==> config.mk <==
export PLATFORM = sky130hd
export DESIGN_NAME = intr_entry_sequencer
export DESIGN_NICKNAME = d
export VERILOG_FILES = /design/src/rtl/intr_entry_sequencer.sv
export SDC_FILE = /design/constraint.sdc
export NUM_CORES = 1
export LEC_CHECK = 0
export ABC_AREA = 1
export CORE_ASPECT_RATIO = 1.5
export CORE_MARGIN = 4
export CORE_UTILIZATION = 43
export CTS_BUF_LIST = sky130_fd_sc_hd__clkbuf_16
export CTS_CLUSTER_SIZE = 25
export DETAILED_ROUTE_END_ITERATION = 16
export PLACE_DENSITY = 0.78
export SKIP_LAST_GASP = 1
export SYNTH_ARGS = -nofsm -noshare
export SYNTH_HDL_FRONTEND = slang
export SYNTH_SLANG_ARGS = --single-unit
==> constraint.sdc <==
create_clock -name clk -period 1.65 [get_ports clk]
set_clock_uncertainty 0.15 [all_clocks]
set_input_delay 0.33 -clock clk [delete_from_list [all_inputs] [get_ports clk]]
set_output_delay 0.33 -clock clk [all_outputs]
set_load 0.1 [all_outputs]
==> src/rtl/intr_entry_sequencer.sv <==
// CPU-side interrupt entry/exit sequencer: accepts a request at an instruction boundary, pushes PC and
// flags through a stack handshake, vectors the PC, then releases the ISR on RETI.
module intr_entry_sequencer #(
  parameter int                ADDR_W    = 16,
  parameter logic [ADDR_W-1:0] VEC_BASE  = 16'h0100,
  parameter int                VEC_SHIFT = 2,
  parameter int                PUSH_TMO  = 15
) (
  input  logic              clk,
  input  logic              reset,
  input  logic [5:0]        intr_Out,
  input  logic              int_enable,
  input  logic              instr_done,
  input  logic              reti,
  input  logic              mem_ready,
  output logic              ISR_ld,
  output logic              current_ISR_num_ld,
  output logic              ISR_clr,
  output logic              push_req,
  output logic              push_sel,
  output logic              ie_clr,
  output logic              pc_ld,
  output logic [ADDR_W-1:0] vector_addr,
  output logic [2:0]        vec_idx,
  output logic              busy,
  output logic              fault
);

  localparam int CNT_W = $clog2(PUSH_TMO + 1);

  localparam logic [2:0] IDLE    = 3'd0;
  localparam logic [2:0] LATCH   = 3'd1;
  localparam logic [2:0] PUSH_PC = 3'd2;
  localparam logic [2:0] PUSH_FL = 3'd3;
  localparam logic [2:0] VECTOR  = 3'd4;
  localparam logic [2:0] SERVICE = 3'd5;
  localparam logic [2:0] CLEAR   = 3'd6;

  // Bit5 is the highest priority and maps to slot 0.
  function automatic logic [2:0] prio_idx(input logic [5:0] req);
    logic [2:0] idx;
    idx = 3'd0;
    for (int i = 0; i < 6; i++) begin
      if (req[i]) idx = 3'(5 - i);
    end
    return idx;
  endfunction

  logic [2:0]        state_q, state_d;
  logic [CNT_W-1:0]  cnt_q, cnt_d, cnt_inc;
  logic              fault_q, fault_d;
  logic [2:0]        vec_idx_q, vec_idx_d;
  logic [ADDR_W-1:0] vector_addr_q, vector_addr_d;

  logic isr_ld_q, isr_ld_d;
  logic cur_ld_q, cur_ld_d;
  logic isr_clr_q, isr_clr_d;
  logic push_req_q, push_req_d;
  logic push_sel_q, push_sel_d;
  logic ie_clr_q, ie_clr_d;
  logic pc_ld_q, pc_ld_d;
  logic busy_q, busy_d;

  assign cnt_inc = cnt_q + CNT_W'(1);

  always_comb begin
    state_d       = state_q;
    cnt_d         = cnt_q;
    fault_d       = fault_q;
    vec_idx_d     = vec_idx_q;
    vector_addr_d = vector_addr_q;
    case (state_q)
      IDLE: begin
        if (instr_done && int_enable && (|intr_Out) && !fault_q) begin
          state_d   = LATCH;
          vec_idx_d = prio_idx(intr_Out);
        end
      end
      LATCH: begin
        vector_addr_d = VEC_BASE + (ADDR_W'(vec_idx_q) << VEC_SHIFT);
        cnt_d         = '0;
        state_d       = PUSH_PC;
      end
      PUSH_PC, PUSH_FL: begin
        if (mem_ready) begin
          cnt_d   = '0;
          state_d = (state_q == PUSH_PC) ? PUSH_FL : VECTOR;
        end else if (cnt_inc == CNT_W'(PUSH_TMO)) begin
          // Stack never answered: abandon the entry without touching the PC.
          cnt_d   = '0;
          fault_d = 1'b1;
          state_d = IDLE;
        end else begin
          cnt_d = cnt_inc;
        end
      end
      VECTOR:  state_d = SERVICE;
      SERVICE: if (reti) state_d = CLEAR;
      CLEAR:   state_d = IDLE;
      default: state_d = IDLE;
    endcase
  end

  // Outputs are decoded from the next state so every port comes straight from a flop.
  always_comb begin
    isr_ld_d   = (state_d == LATCH);
    cur_ld_d   = (state_d == LATCH);
    ie_clr_d   = (state_d == LATCH);
    push_req_d = (state_d == PUSH_PC) || (state_d == PUSH_FL);
    push_sel_d = (state_d == PUSH_FL);
    pc_ld_d    = (state_d == VECTOR);
    isr_clr_d  = (state_d == CLEAR);
    busy_d     = (state_d != IDLE);
  end

  always_ff @(posedge clk or negedge reset) begin
    if (!reset) begin
      state_q       <= IDLE;
      cnt_q         <= '0;
      fault_q       <= 1'b0;
      vec_idx_q     <= 3'd0;
      vector_addr_q <= '0;
      isr_ld_q      <= 1'b0;
      cur_ld_q      <= 1'b0;
      isr_clr_q     <= 1'b0;
      push_req_q    <= 1'b0;
      push_sel_q    <= 1'b0;
      ie_clr_q      <= 1'b0;
      pc_ld_q       <= 1'b0;
      busy_q        <= 1'b0;
    end else begin
      state_q       <= state_d;
      cnt_q         <= cnt_d;
      fault_q       <= fault_d;
      vec_idx_q     <= vec_idx_d;
      vector_addr_q <= vector_addr_d;
      isr_ld_q      <= isr_ld_d;
      cur_ld_q      <= cur_ld_d;
      isr_clr_q     <= isr_clr_d;
      push_req_q    <= push_req_d;
      push_sel_q    <= push_sel_d;
      ie_clr_q      <= ie_clr_d;
      pc_ld_q       <= pc_ld_d;
      busy_q        <= busy_d;
    end
  end

  assign ISR_ld             = isr_ld_q;
  assign current_ISR_num_ld = cur_ld_q;
  assign ISR_clr            = isr_clr_q;
  assign push_req           = push_req_q;
  assign push_sel           = push_sel_q;
  assign ie_clr             = ie_clr_q;
  assign pc_ld              = pc_ld_q;
  assign vector_addr        = vector_addr_q;
  assign vec_idx            = vec_idx_q;
  assign busy               = busy_q;
  assign fault              = fault_q;

endmodule
==> qor.csv <==
metric,value,unit
slowest CP cell,dfrtp_1,
Pleak,0.8096,nW
Place WS,-0.2207,ns
Crit. Startpoint,cnt_q[0]$_DFFE_PN0P_,
Max Cap Viol,0,
unique cell type count in the Yosys netlist,23,
Starting Density,44.68,%
DR iter-0 viols,16,
hpwl dp,1.840,mm
clock share of power,14.2,%
vias,893,
Util after Layout,67.25,%
R2R Path End,busy$_DFF_PN0_,
Clock Path Buffers,2,
synthesized cell area,1082,um^2
Synth Area in XOR/XNOR,0,%
largest family of logic cells by synthesized area,simple AND/OR/NAND/NOR gates,
final net count,179,
Total Routing Usage GR,14.00,%
worst reg2reg startpoint,cnt_q[0]$_DFFE_PN0P_,
post-synthesis register bit count,21,
die height,69.45,um
antenna violations before repair,0,
critical path type,reg2reg,
dpl cells,182,
Root Buffer,clkbuf_16,
Cells after Synth,128,
WL/cell,12.88,um
fin cells,188,
Final Wtd Congestion,0.8268,
Sw Share,51.37,%
multiplexer share of the synthesized area,0,%
Clock transition at path regs,0.05,ns
Synth Warn #,0,
Area growth syn-to-layout,50.52,%
Max rail drop VDD,0.001102,V
Pwr Density,2116,nW/um^2
largest net degree at the start of global routing,22,
"Arr. time, crit path",1.61,ns
total die area,3400,um^2
setup ws final,0.02160,ns
R2R Setup Slk,0.02,ns
CTS tree,done,
adder-cell area share of the yosys netlist,2.312,%
first-pass GRT wire length,3.767,mm
grt ovf,0,
Final ANT Viol Nets,0,
max incr delay on CP,0.39,ns
sequential element share of the synthesized area,48.55,%
IO Port Bufs,27,
fin crit period,1.628,ns
H-tree Lvls,1,
CP Data Required Time,1.64,ns
setup violators final,0,
Sw Pwr,1.771,mW
final hold vios,0,
layout cells sized above 1,28.05,%
Simple-Gate Fraction of Synth Area,21.85,%
Syn Area/Cell,8.455,um^2
clk sink count,21,
I/O pin cnt,40,
fmax,0.6141,GHz
Routed WL,2.422,mm
Worst setup SP type,flip-flop,
Bufs and invs on worst path,1,
Comb power frac,60.9,%
Pint,1.676,mW
CP Depth,12,
Worst path most repeated cell,nand2_1,
compound-gate portion of the synthesized area,9.249,%
CP Capture Point,busy$_DFF_PN0_,
vias in the first global route,881,
RSZ-0062 raised after global routing,true,
CP endpoint kind,flip-flop,
worst hold path class,in2async,
drt drc,0,
Via density,4.750,
DIE WIDTH,48.96,um
ordered cell list for the critical path,ha_2 > inv_1 > nand2_1 > nand2_1 > nor2_2 > nand2_2 > nand2_1 > nand2_1 > nand2_2 > nand2_2 > nor2_2 > nand2_1,
r2r worst-path depth,12,
drt pass-1 iters,4,
fin. max-slew vios,0,
Tcrit/Tclk final,98.69,%
FP Rows,22,
TritonCTS buffer count,3,
CP max FO,4,
Setup TNS,0,ns
clk_lat worst skew,0.25,ns
n_diodes,0,
WHS,0.2810,ns
Core ar.,2422,um^2
share of power burned in registers,24.9,%
status,completed,
kind of cell adding the most delay to the critical path,simple AND/OR/NAND/NOR gates,
timing repair:
action | 4_1_cts | 5_1_grt
cloned | 0 | 0
setup buffers | 1 | 1
hold buffers | 0 | 0
resized for setup | 1 | 3
pin swaps | 0 | 1
setup endpoints to repair | 3 | 4
worst register-to-register path: cells and delay by family, from the launching register on:
family	cells	cell delay, ns
adder cells (fa/ha/maj)	1	0.21
AND/OR/NAND/NOR	10	0.72
flip-flops	1	0.39
buffers and inverters	1	0.05
cell usage after synthesis (all sizes together):
master | instances | share of area, %
conb | 1 | 0.35
nand4 | 1 | 0.58
nor4 | 1 | 0.58
nor3 | 1 | 0.92
inv | 23 | 8.0
o21ai | 7 | 4.3
buf | 14 | 9.7
nand2 | 32 | 12
ha | 2 | 2.3
o22ai | 3 | 1.7
nor2 | 10 | 4.4
nand3b | 1 | 0.69
o21bai | 1 | 0.69
dfrtp | 21 | 49
or2 | 3 | 1.7
a21oi | 4 | 1.8
o31ai | 1 | 0.69
nand3 | 2 | 0.92
cells in the final DEF, fill, tap and decap left out:
cell,Yosys,layout
or2_2,1,1
o21ai_1,0,1
conb_1,1,12
buf_12,0,16
ha_1,2,1
inv_1,20,21
nor3_2,1,1
o31ai_1,1,1
o21bai_1,1,1
nand3_1,2,2
nor2_1,6,5
o21ai_4,1,1
nand4_1,1,1
inv_2,3,3
a21oi_1,4,3
nand3b_1,1,1
nor2_2,4,5
ha_2,0,1
nand2_1,28,28
nand2_2,4,4
clkdlybuf4s50_1,0,11
nor4_1,1,1
or2_1,2,2
dfrtp_1,21,19
buf_4,14,8
dfrtp_2,0,2
o21ai_0,6,5
clkbuf_16,0,3
o22ai_1,3,3
a21oi_2,0,1
final cells by class:
type                    instances  area, um^2
fillers                       173       793.3
multi-input cells              81       415.4
flip-flops and latches         21       528.0
inverters                      23       86.33
repair buffers                 35       490.5
clock buffers                   3       75.07
clock inverters                 1       3.754
well taps                      24       30.03
sequential cells by signal, indices dropped and copies added, names as in the netlist:
register and cells:
ISR_clr 1, busy 1, cnt_q 4, fault 1, ie_clr 1, pc_ld 1, push_req 1, push_sel 1
state_q 3, vec_idx 3, vector_addr 4
through the flow:
stage / area (um^2) / total power [mW]
detailed placement: 1526 / 2.924
floorplan: 1126 / 2.195
finish: 1629 / 3.448
global route: 1629 / 3.582
CTS: 1615 / 3.436
global placement: 1526 / 2.883
power by group through the flow:
stage	sequential, mW	clock [mW]	combinational (mW)
final	0.858	0.491	2.10
after global routing	0.880	0.514	2.19
after CTS	0.859	0.495	2.08
after detailed placement	0.867	0	2.06
after global placement	0.855	0	2.03
after floorplan	1.55	0	0.648
worst min path at each step:
stage	from	end	slack, ns
2_1_floorplan	reset	ISR_clr$_DFF_PN0_	-0.12
3_3_place_gp	state_q[1]$_DFF_PN0_	ISR_clr$_DFF_PN0_	0.32
3_5_place_dp	state_q[1]$_DFF_PN0_	ISR_clr$_DFF_PN0_	0.33
4_1_cts	reset	cnt_q[2]$_DFFE_PN0P_	0.29
5_1_grt	reset	cnt_q[3]$_DFFE_PN0P_	0.30
6_report	reset	cnt_q[3]$_DFFE_PN0P_	0.28
layer usage:
layer | routed length, um | global-route usage, % | vias up
li1 | - | - | 443
met1 | 839 | 13.95 | 425
met2 | 1451 | 26.45 | 23
met3 | 98 | 1.935 | 2
met4 | 33 | 7.784 | 0
met5 | 0 | 0 | -
kinds of logic (layout without fill, tap and decap cells):
kind of cell,count (synthesis),in the layout
fa+ha+maj,2,2
compound gates,16,16
other cells,1,12
buf+inv,37,62
flops,21,21
simple gates,51,51
No activity file was read; power rests on OpenSTA's default activity.
